### config.mk
export PLATFORM = sky130hd
export DESIGN_NAME = row_config_loader
export DESIGN_NICKNAME = d
export VERILOG_FILES = /design/src/rtl/row_config_loader.sv
export SDC_FILE = /design/constraint.sdc
export NUM_CORES = 1
export LEC_CHECK = 0
export CORE_MARGIN = 8
export CORE_UTILIZATION = 53
export DETAILED_ROUTE_END_ITERATION = 16
export PLACE_DENSITY = 0.84
export SLEW_MARGIN = 20
export SYNTH_ARGS = -nofsm -noshare
export SYNTH_HDL_FRONTEND = slang
export SYNTH_SLANG_ARGS = --single-unit
### constraint.sdc
create_clock -name prog_clk -period 3.7 [get_ports prog_clk]
set_clock_uncertainty 0.1 [all_clocks]
set_input_delay 0.74 -clock prog_clk [delete_from_list [all_inputs] [get_ports prog_clk]]
set_output_delay 0.74 -clock prog_clk [all_outputs]
set_load 0.01 [all_outputs]
### src/rtl/row_config_loader.sv
// row_config_loader
// Streams a configuration bitstream, one WORD_W-bit word at a time, into a
// serial row programming chain of NUM_CELLS*CELL_BITS bits. A pass either
// loads the chain or verifies it by comparing the bit coming back from the
// chain tail with the bit being shifted in.
//
// Ports
//   prog_clk  in   single clock, rising edge
//   rst       in   asynchronous active-high reset
//   start     in   begin a pass (honoured only when idle)
//   verify    in   pass mode sampled with start: 0 = load, 1 = verify
//   abort     in   cancel the pass in progress (sets error)
//   s_data    in   bitstream word
//   s_valid   in   s_data valid
//   s_ready   out  loader accepts a word (fetch phase only)
//   prog_out  out  serial bit to the chain head
//   prog_en   out  chain shift enable
//   prog_in   in   serial bit from the chain tail
//   busy      out  pass in progress
//   done      out  one-cycle pass-complete pulse
//   error     out  sticky verify mismatch / abort flag
//   bit_cnt   out  bits shifted in the current pass
module row_config_loader #(
  parameter int NUM_CELLS = 8,
  parameter int CELL_BITS = 32,
  parameter int WORD_W    = 8,
  parameter bit REVERSE   = 1'b0
) (
  input  logic                                      prog_clk,
  input  logic                                      rst,
  input  logic                                      start,
  input  logic                                      verify,
  input  logic                                      abort,
  input  logic [WORD_W-1:0]                         s_data,
  input  logic                                      s_valid,
  output logic                                      s_ready,
  output logic                                      prog_out,
  output logic                                      prog_en,
  input  logic                                      prog_in,
  output logic                                      busy,
  output logic                                      done,
  output logic                                      error,
  output logic [$clog2(NUM_CELLS*CELL_BITS+1)-1:0]  bit_cnt
);

  localparam int TOTAL = NUM_CELLS * CELL_BITS;
  localparam int CNT_W = $clog2(TOTAL + 1);
  localparam int IDX_W = (WORD_W > 1) ? $clog2(WORD_W) : 1;
  localparam logic [CNT_W-1:0] TOTAL_C  = CNT_W'(TOTAL);
  localparam logic [IDX_W-1:0] LAST_IDX = IDX_W'(WORD_W - 1);

  // The chain length must be a whole number of words.
  generate
    if ((TOTAL % WORD_W) != 0) begin : g_bad_word_width
      $error("row_config_loader: NUM_CELLS*CELL_BITS must be a multiple of WORD_W");
    end
  endgenerate

  typedef enum logic [1:0] {
    IDLE  = 2'd0,
    FETCH = 2'd1,
    SHIFT = 2'd2,
    DONE  = 2'd3
  } state_t;

  state_t             state_r;
  state_t             state_nxt_s;
  logic [WORD_W-1:0]  word_r;
  logic [IDX_W-1:0]   idx_r;
  logic               verify_r;
  logic               error_r;
  logic [CNT_W-1:0]   bit_cnt_r;

  logic               shift_bit_s;
  logic [WORD_W-1:0]  word_shifted_s;
  logic               last_bit_s;
  logic [CNT_W-1:0]   cnt_inc_s;

  // The word register is consumed from one end, so the current bit is
  // always at a fixed position and no variable bit select is needed.
  assign shift_bit_s    = REVERSE ? word_r[WORD_W-1] : word_r[0];
  assign word_shifted_s = REVERSE ? (word_r << 1) : (word_r >> 1);
  assign last_bit_s     = (idx_r == LAST_IDX);
  assign cnt_inc_s      = bit_cnt_r + CNT_W'(1);

  // Outputs are pure decodes of registered state, so the asynchronous
  // reset clears them immediately without waiting for an edge.
  assign s_ready  = (state_r == FETCH);
  assign prog_en  = (state_r == SHIFT);
  assign prog_out = (state_r == SHIFT) & shift_bit_s;
  assign busy     = (state_r != IDLE);
  assign done     = (state_r == DONE);
  assign error    = error_r;
  assign bit_cnt  = bit_cnt_r;

  // State register.
  always_ff @(posedge prog_clk or posedge rst) begin
    if (rst) begin
      state_r <= IDLE;
    end else begin
      state_r <= state_nxt_s;
    end
  end

  // Next-state logic; abort only matters while a word is pending or shifting.
  always_comb begin
    state_nxt_s = state_r;
    case (state_r)
      IDLE: begin
        if (start) begin
          state_nxt_s = FETCH;
        end else begin
          state_nxt_s = IDLE;
        end
      end
      FETCH: begin
        if (abort) begin
          state_nxt_s = IDLE;
        end else if (s_valid) begin
          state_nxt_s = SHIFT;
        end else begin
          state_nxt_s = FETCH;
        end
      end
      SHIFT: begin
        if (abort) begin
          state_nxt_s = IDLE;
        end else if (last_bit_s) begin
          if (cnt_inc_s == TOTAL_C) begin
            state_nxt_s = DONE;
          end else begin
            state_nxt_s = FETCH;
          end
        end else begin
          state_nxt_s = SHIFT;
        end
      end
      DONE: begin
        state_nxt_s = IDLE;
      end
      default: begin
        state_nxt_s = IDLE;
      end
    endcase
  end

  // Datapath: pass mode, word shifter, per-word bit index, count and error.
  always_ff @(posedge prog_clk or posedge rst) begin
    if (rst) begin
      word_r    <= '0;
      idx_r     <= '0;
      verify_r  <= 1'b0;
      error_r   <= 1'b0;
      bit_cnt_r <= '0;
    end else begin
      case (state_r)
        IDLE: begin
          if (start) begin
            verify_r  <= verify;
            error_r   <= 1'b0;
            bit_cnt_r <= '0;
            idx_r     <= '0;
          end
        end
        FETCH: begin
          if (abort) begin
            error_r <= 1'b1;
          end else if (s_valid) begin
            word_r <= s_data;
            idx_r  <= '0;
          end
        end
        SHIFT: begin
          // The chain tail is compared with the bit driven during this cycle.
          if (abort || (verify_r && (prog_in != shift_bit_s))) begin
            error_r <= 1'b1;
          end
          if (!abort) begin
            word_r    <= word_shifted_s;
            idx_r     <= idx_r + IDX_W'(1);
            bit_cnt_r <= cnt_inc_s;
          end
        end
        DONE: begin
          idx_r <= '0;
        end
        default: begin
          idx_r <= '0;
        end
      endcase
    end
  end

endmodule

* After elaboration in Yosys (flattened, before gate mapping)
Cells that the tools add are included.
** Cells by class
- Multiplexer cells :: 23
- Bitwise logic cells :: 1
- Add/sub/neg operators :: 2
- Reduce and logical (&&, ||, !) cells :: 12
- Equal/unequal tests :: 12
** Operator list (count)
- $mux 8 :: 3
- $mux 9 :: 2
- $pmux 9 s2 :: 1
- $pmux 8 s2 :: 1
- $mux 3 :: 4
- $pmux 3 s4 :: 1
- $reduce_and 4->1 :: 3
- $mux 2 :: 5
- $ne 2x2->1 const B :: 5
- $add 9x1->9 const B :: 1
- $eq 9x9->1 const B :: 1
- $pmux 2 s4 :: 1
- $reduce_bool 2->1 :: 3
- $eq 2x2->1 const B :: 2
- $mux 1 :: 4
- $add 3x1->3 const B :: 1
- $eq 3x3->1 const B :: 1
- $pmux 1 s3 :: 1
- $reduce_and 3->1 :: 1
- $reduce_bool 3->1 :: 1
- $eq 2x1->1 const B :: 1
- $logic_not 2->1 :: 1
- $ne 2x1->1 const B :: 1
- $reduce_and 2->1 :: 1
- other kinds (4) :: 4
** Storage, ports and cells
- Register bits after elaboration :: 24
- Output and inout port bits :: 15

* Longest topological paths before layout
- Depth after elaboration :: 6
- Depth in mapped cells :: 8

* Worst setup path before layout
Ideal clock, no wire load.
- Kind :: reg2out
- Start :: register state_r[0]
- End :: output prog_out
- Required time :: 2.860 ns
- Stages on the path, launching flop included :: 6
- Slack :: 1.590 ns
- Buffers on the path :: 2
- Arrival :: 1.270 ns
- Cells stage by stage :: dfrtp_1 inv_1 ha_1 buf_2 buf_2 and2_1
** Between the ends
- Longest elaborated chain between the ends :: 2
** Ends and longest elaborated chain
- start: declaration :: RTL line 66 : state_t state_r;
- start signal: assignment :: RTL line 101 : state_r <= state_nxt_s;
- $eq 2x2->1
- named net prog_en :: RTL line 38 : output logic prog_en,
- $and 1x1->1 :: RTL line 90 : assign prog_out = (state_r == SHIFT) & shift_bit_s;
- end: declaration :: RTL line 37 : output logic prog_out,
The timed path passes the listed nets, and every way through them passes these cells.

* Final worst setup path
- Start :: register state_r[0]
- End :: output prog_out
** Between the ends
- Longest elaborated chain between the ends :: 2
** Ends and longest elaborated chain (RTL line)
- $eq 2x2->1 :: 90
- $and 1x1->1 :: 90
No other way between the ends.

==> impl_metrics.py <==
metrics = {
    "synth": {
        "ys_ff_latch": 24,
        "syn_nets": 159,
        "avgSynthCellArea_um2": 9.60,
        "synth_most_common_cell": "dfrtp_1",
        "ys_top_cells_by_area": "dfrtp_1 (46%), mux2i_1 (7.6%), ha_1 (6.7%)",
        "syn_area_um2": 1320,
        "synth_flop_cell": "dfrtp_1",
        "ys.warnings.count": 0,
        "synth_commonest_cells": "dfrtp_1 (24), nand2_1 (23), o21ai_0 (15), mux2i_1 (10)",
        "synthArstFlopShare_pct": 100,
        "synth_cell_types": 32,
        "yosysTopAreaCellShare_pct": 45.7,
        "synth_top_area_cell": "dfrtp_1",
        "synth_edf_count": 0,
        "synth_seq_area_share_pct": 45.7,
        "synth_cells": 137,
    },
    "route": {
        "wl_per_cell_um": 14.0,
        "dr.pass1.iters": 4,
        "dr_total_vias": 1068,
        "wl_um": 2770,
        "drc": 0,
        "drtIter0Drc": 31,
        "routed_via_density": 5.42,
        "ant_nets": 0,
    },
    "sta": {
        "tightestPinTransition_ns": 0.908,
        "slew_headroom_pct": 39.4,
        "hold_viol_final": 0,
        "rsz0062_at_grt": "false",
        "final-setup-viol-count": 0,
        "fin_crit_ns": 2.76,
        "max_freq_mhz": 362,
        "tns_ns": 0,
        "final-max-slew-violation-count": 0,
        "period_share_pct": 74.7,
    },
    "clock_network": {
        "clock_latency_ns": 0.31,
        "root_buffer": "clkbuf_4",
        "post_cts_buffers": 0,
        "clock_path_buffers": 2,
        "clkSinkCount": 24,
        "cts_tree": "yes",
        "cts_hold_buf": 0,
        "post_cts_resized": 0,
        "cts_inserted_buffers": 3,
        "cts_max_level": 1,
        "clk_pin_slew_ns": 0.13,
    },
    "critical_path": {
        "path_delay_family": "buffers and inverters",
        "cp_cell_sequence": "inv_1 -> ha_1 -> buf_4 -> and2_1 -> clkdlybuf4s50_1",
        "start_kind": "flip-flop",
        "critical_path_required_ns": 2.86,
        "cp_slowest_cell": "clkdlybuf4s50_1",
        "arrival_ns": 1.92,
        "critPathKind": "flip-flop to output pin",
        "worstPathMaxFanout": 19,
        "reg2reg_slack_ns": 1.71,
        "worst-path-buf-inv": 3,
        "crit_path_end_kind": "output pin",
        "slowest_delay_ns": 0.53,
    },
    "die": {
        "rows": 18,
        "coreArea_um2": 2410,
        "pin_count": 30,
        "die_area_um2": 4330,
        "chipWidth_um": 65.8,
        "start_util_pct": 54.6,
        "chipHeight_um": 65.8,
    },
    "layout": {
        "syn_to_final_growth_pct": 26.7,
        "fin_nets": 190,
        "drive_gt1_share_pct": 5.39,
        "fill_cells": 195,
        "antenna_cells": 0,
    },
    "power_and_ir_drop": {
        "total_power_mw": 0.577,
        "clkPwrFrac_pct": 23.6,
        "p_sw_mw": 0.159,
        "ir_drop_uv": 395,
        "power.leakage_nw": 0.694,
        "power.switching_fraction_pct": 27.6,
        "p_seq_share_pct": 55.2,
        "p_int_mw": 0.418,
        "combPwrFrac_pct": 21.2,
        "p_per_area_nw_per_um2": 346,
    },
    "min_path": {
        "worstHoldPathType": "flip-flop to flip-flop",
    },
    "run_status": {
        "status": "finished clean",
    },
    "grt": {
        "grt_pass1_wl_um": 4960,
        "grt_pass1_vias": 1132,
        "overflow": 0,
        "grt_util_all_layers_pct": 14.4,
        "antenna_found_initial": 0,
        "grt_max_degree": 25,
    },
    "job": {
        "drv_cap": 0,
    },
    "place": {
        "place_hpwl_um": 2170,
        "portBuffers": 29,
        "place.gp.congestion": 0.805,
    },
}
==> path summary, 6_finish.rpt <==
check	start	endpoint	cells after the start
min in group asynchronous	rst	bit_cnt[2]	2
min	word_r[5]	word_r[5]	2
max in group asynchronous	rst	word_r[4]	2
max reg2reg	state_r[0]	word_r[2]	6
min reg2reg	word_r[5]	word_r[5]	2
max	state_r[0]	prog_out	5
==> power by group through the flow <==
stage / Combinational [mW] / Clock (mW) / Sequential [mW]
after floorplan: 0.0769 / 0 / 0.320
after global placement: 0.117 / 0 / 0.322
final: 0.122 / 0.136 / 0.318
after CTS: 0.124 / 0.141 / 0.319
after global routing: 0.139 / 0.155 / 0.324
after detailed placement: 0.124 / 0 / 0.325
==> worst reg2reg max path, cell delays in order, from the launching register on <==
cell	delay [ns]
dfrtp_1	0.40
inv_1	0.08
ha_1	0.20
buf_4	0.21
o21ai_1	0.20
nand3_1	0.39
o21ai_0	0.33
==> cell families (layout without fill, tap and decap cells) <==
family | count (synthesis) | after routing | share of synthesized area (%)
flops | 24 | 24 | 45.7
fa+ha+maj | 7 | 7 | 6.66
simple gates | 51 | 51 | 18.9
xor+xnor | 4 | 4 | 2.66
mux | 12 | 12 | 9.32
buf+inv | 11 | 41 | 3.52
compound gates | 28 | 28 | 13.2
==> cells in the final DEF, fill, tap and decap left out, types with 2 or more instances in the layout <==
cell type         n
o21ai_0          15
mux2i_1          10
mux2_2            2
dfrtp_1          24
clkdlybuf4s50_1  29
xnor2_1           2
xor2_1            2
a21oi_1           4
or3_1             2
and2_1            2
clkbuf_4          3
ha_1              7
a22o_1            2
nand2b_1          4
nand3b_1          2
nand2_1          23
nand3_1           7
nor2_1            3
nor3_1            2
inv_1             7
==> metrics by stage <==
stage          cell area (µm²)  hold slack, ns  worst slack (ns)  std cells  util, %
3_5_place_dp              1630           0.377              1.28        193     67.7
6_report                  1670           0.400             0.937        197     69.2
2_1_floorplan             1320           0.350              1.59        137        -
4_1_cts                   1670           0.407             0.921        197     69.2
5_1_grt                   1670           0.426             0.811        197     69.2
3_3_place_gp              1630           0.366              1.35        193     67.7
==> flip-flops by register name, indices dropped and copies added (netlist names) <==
| signal | count |
|---|---|
| error | 1 |
| verify_r | 1 |
| idx_r | 3 |
| state_r | 2 |
| word_r | 8 |
| bit_cnt | 9 |
==> final cells by class <==
type                       count  area (µm²)  area share, %
timing repair buffer          30         298           17.9
clock buffer                   4        36.3           2.18
tap                           30        37.5           2.25
multi-input combinational    102         668           40.1
sequential                    24         601           36.0
inverter                       7        26.3           1.58
==> per-layer routing <==
| layer | share of wire, % | global-route usage [%] |
|---|---|---|
| met3 | 4.8 | 4.41 |
| met2 | 52 | 25.2 |
| met1 | 43 | 16.1 |
| met4 | 0.83 | 5.18 |
| met5 | 0 | 0 |
(Power assumes the default switching activity.)
==> RTL edit 1 (same settings) <==
Re-encode `state_t` (4 states) as one-hot, 4 bits wide.
--- a/src/rtl/row_config_loader.sv
+++ b/src/rtl/row_config_loader.sv
@@ -57,9 +57,9 @@
   endgenerate
 
-  typedef enum logic [1:0] {
-    IDLE  = 2'd0,
-    FETCH = 2'd1,
-    SHIFT = 2'd2,
-    DONE  = 2'd3
+  typedef enum logic [3:0] {
+    IDLE  = 4'b0001,
+    FETCH = 4'b0010,
+    SHIFT = 4'b0100,
+    DONE  = 4'b1000
   } state_t;
 
Check against the original RTL: same outputs for any inputs over 10 cycles, from zero or initial values and one cycle with rst high; not proved beyond that.
==> RTL edit 1 against the unedited design <==
Clock power is 6% higher. Highest routed layer unchanged. Combinational power up 48%. Area after synthesis up 10%. Sequential cell count increased by 2. Count of clock-buffer cells in the layout did not move. Largest power group unchanged. Maximum frequency shrank 14%. Setup slack worse by 440 ps. Total power up 23%. Cell area is 8.1% higher. Wire length up 18%. Die area grew 7.5%.
==> RTL edit 1: results (changes against the unedited design) <==
status=finished clean; Critical Path AT=2360 ps (+440 ps); Leakage=0.808 nW (+16%); wire per inst=15.4 um (+9.7%); post-synthesis cell type count=45 (+41%); Final Core Density=0.677 (-0.0149); relative slew slack=0.375 (-0.0187); HP Start=error; internal power=503 uW (+20%); R2R Setup Slk=1530 ps (-180 ps); met2 Use GR=0.252 (about the same); Clock buf/inv share=0.0201 (-0.00163); sequential share of cell area=0.362 (+0.00145); clock share of power=0.204 (-0.032); register share of total power=0.542 (-0.010); routed vias/inst=5.77 (+6.4%); multi-input gates=111 (+8.8%); CP max stage cell=or4b_1; largest net degree at the start of global routing=27 (+8.0%); Post-Place Worst Slack=876 ps (-403 ps); cell count after synthesis=151 (+10%); clk pwr=144 uW (+6%); top cells by area, synth=dfrtp_1 43%, mux2_2 7.8%, nand2_1 7.8%; Final Net Count=200 (+5.3%); total instance count after detailed placement=208 (+7.8%); DR WL met3=139 um (+3.7%); VDD IR max=0.360 mV (-8.9%); GR Layer Usage met3=0.0229 (-0.0212); first-pass GRT wire length=5510 um (+11%); FF+latch count=26 (+8.3%); vias in the first global route=1,193 (+5.4%); Hold Path Stages=1 (-1); met1 wire length=1470 um (+25%); sequential-to-total area share from yosys stat=0.451 (-0.00602); Fin Hold WS=417 ps (+17.6 ps); drt total wl=3260 um (+18%); max reg flops=9 (unchanged); Met2 Wirelength=1610 um (+13%); Fillers=209 (+7.2%); Post-synth top cells=30 x nand2_1, 25 x dfrtp_1, 12 x o21ai_0, 10 x mux2_2, 8 x inv_1; fraction of area in multi-input gates=0.406 (+0.00465); CP Max Fanout=16 (-3); Detail Placement HPWL=2420 um (+11%); non-clk buf share=0.169 (-0.00923); Reg-to-Reg Start=state_r[1]
[RTL edit 1: cell types whose count changed after synthesis, moves of 3 or more]
| cell | change |
|---|---|
| mux2_2 | +8 |
| nand3_1 | -3 |
| nand2_1 | +7 |
| o21ai_0 | -3 |
| ha_1 | -4 |
| o31ai_1 | +3 |
| and3_1 | +3 |
| mux2i_1 | -8 |
[RTL edit 1: kinds of logic (layout without fill, tap and decap cells)]
logic type	after synthesis	count (layout)	share of synthesized area
AND/OR/NAND/NOR	62	62	0.233
AO/OA/AOI/OAI	33	33	0.149
flip-flops	26	26	0.451
buffers and inverters	14	44	0.0441
multiplexers	12	12	0.0917
adder cells (fa/ha/maj)	3	3	0.0260
XOR/XNOR	1	1	0.00606
[RTL edit 1: worst max path at each step]
stage,start,to,slack (ps),cells after the start
floorplan,state_r[1],prog_out,1340,5
global placement,state_r[1],prog_out,940,5
detailed placement,state_r[1],prog_out,880,5
CTS,state_r[1],prog_out,490,5
global route,state_r[1],prog_out,390,5
finish,state_r[1],prog_out,500,5
==> RTL edit 2 (config.mk and constraints unchanged) <==
Without the edit above. The parameter `CELL_BITS` goes from 32 to 16.
--- a/src/rtl/row_config_loader.sv
+++ b/src/rtl/row_config_loader.sv
@@ -23,5 +23,5 @@
 module row_config_loader #(
   parameter int NUM_CELLS = 8,
-  parameter int CELL_BITS = 32,
+  parameter int CELL_BITS = 16,
   parameter int WORD_W    = 8,
   parameter bit REVERSE   = 1'b0
Interface: changed (resized bit_cnt); port bits go from 30 to 29. No check against the original RTL was run, so the function may have changed too.
==> RTL edit 2 against the unedited design <==
Die area is essentially flat. Total power shrank 13%. Hold slack is essentially flat. Area after synthesis is essentially flat. Sequential cell count shrank 1. Cell area shrank 1.5%. Register-to-register slack gained 100 ps. Count of clock-buffer cells in the layout is the same. Wire length grew 4.5%. Setup slack lost 7.4 ps. Core utilization shrank 1.0 points. Critical path type unchanged. Critical endpoint unchanged. Largest power group unchanged.
==> RTL edit 2: results (changes against the unedited design) <==
worst reg-to-reg path cell count=7 (+1); met2 Use GR=0.256 (+0.00365); syn avg cell area=9.82 um2 (+2.3%); placer congestion estimate=0.816 (+1.4%); post-synthesis cell type count=37 (+16%); Sw Ratio=0.274 (-0.00139); global router's overall resource usage=0.145 (+0.000801); Post-synth top cells=23 x dfrtp_1, 20 x nand2_1, 15 x o21ai_1, 7 x ha_1, 7 x mux2i_1; placed inst area=1620 um2 (-0.92%); relative slew slack=0.422 (+0.0281); Final Core Density=0.681 (-0.0104); GR Layer Usage met3=0.0390 (-0.00508); via count=1,070 (+0.19%); seq pwr=291 uW (-8.5%); register share of total power=0.578 (+0.026); VDD IR max=0.280 mV (-29%); Detail Placement HPWL=2270 um (+4.2%); first-pass GRT wire length=5020 um (+1.2%); Fin Hold WS=400 ps (+0.463 ps); Hold Path Sink=word_r[1]; met1 wire length=1240 um (+5.4%); Fillers=199 (+2.1%); CP Max Fanout=21 (+2); Antenna diodes=0 (unchanged); Leakage=0.705 nW (+1.4%); R2R Setup Slk=1810 ps (+100 ps); PortBufs=28 (-3.4%); status=finished clean; Post-Place Worst Slack=1270 ps (-12.7 ps); wire per inst=15.0 um (+6.7%); largest net degree at the start of global routing=24 (-4.0%); Hold Path Stages=2 (unchanged); total instance count after detailed placement=189 (-2.1%); Met2 Wirelength=1450 um (+1.1%); Logic power comb=97.6 uW (-20%); GR Layer Usage met1=0.160 (-0.000817); DR WL met3=164 um (+22%); top cells by area, synth=dfrtp_1 44%, ha_1 6.7%, nand2_1 5.7%; routed vias/inst=5.54 (+2.3%); syn nets=156 (-1.9%); reg2reg end=error; sequential-to-total area share from yosys stat=0.437 (-0.0194); layout cells sized above 1=0.0920 (+0.0381); drt initial violations=52 (+68%)
-- RTL edit 2: cell types whose count changed in the layout (fill, tap and decap cells not counted), moves of 3 or more --
cell	unedited run	this run
o21ai_0	15	0
o21ai_1	1	15
nand3_1	7	4
mux2i_1	10	7
nand2_1	23	20
-- RTL edit 2: worst max-delay path by stage --
stage / slack [ps] / end / start
after floorplan: 1610 / prog_out / state_r[0]
after global placement: 1320 / prog_out / state_r[0]
after detailed placement: 1270 / prog_out / state_r[0]
after CTS: 900 / prog_out / state_r[0]
after global routing: 840 / prog_out / state_r[0]
final: 930 / prog_out / state_r[0]
-- RTL edit 2: logic make-up after synthesis --
logic type,share of synthesized area
and+or+nand+nor,0.218
AOI/OAI and AO/OA,0.161
DFF,0.437
buffers and inverters,0.0342
muxes,0.0703
adders and majority gates,0.0665
xor gates and xnor gates,0.0133
-- RTL edit 2: layout make-up --
type,instances,area share
multi-input combinational,102,0.424
timing repair buffer,29,0.175
tap,30,0.0229
sequential,23,0.351
clock buffer,4,0.0160
inverter,5,0.0114
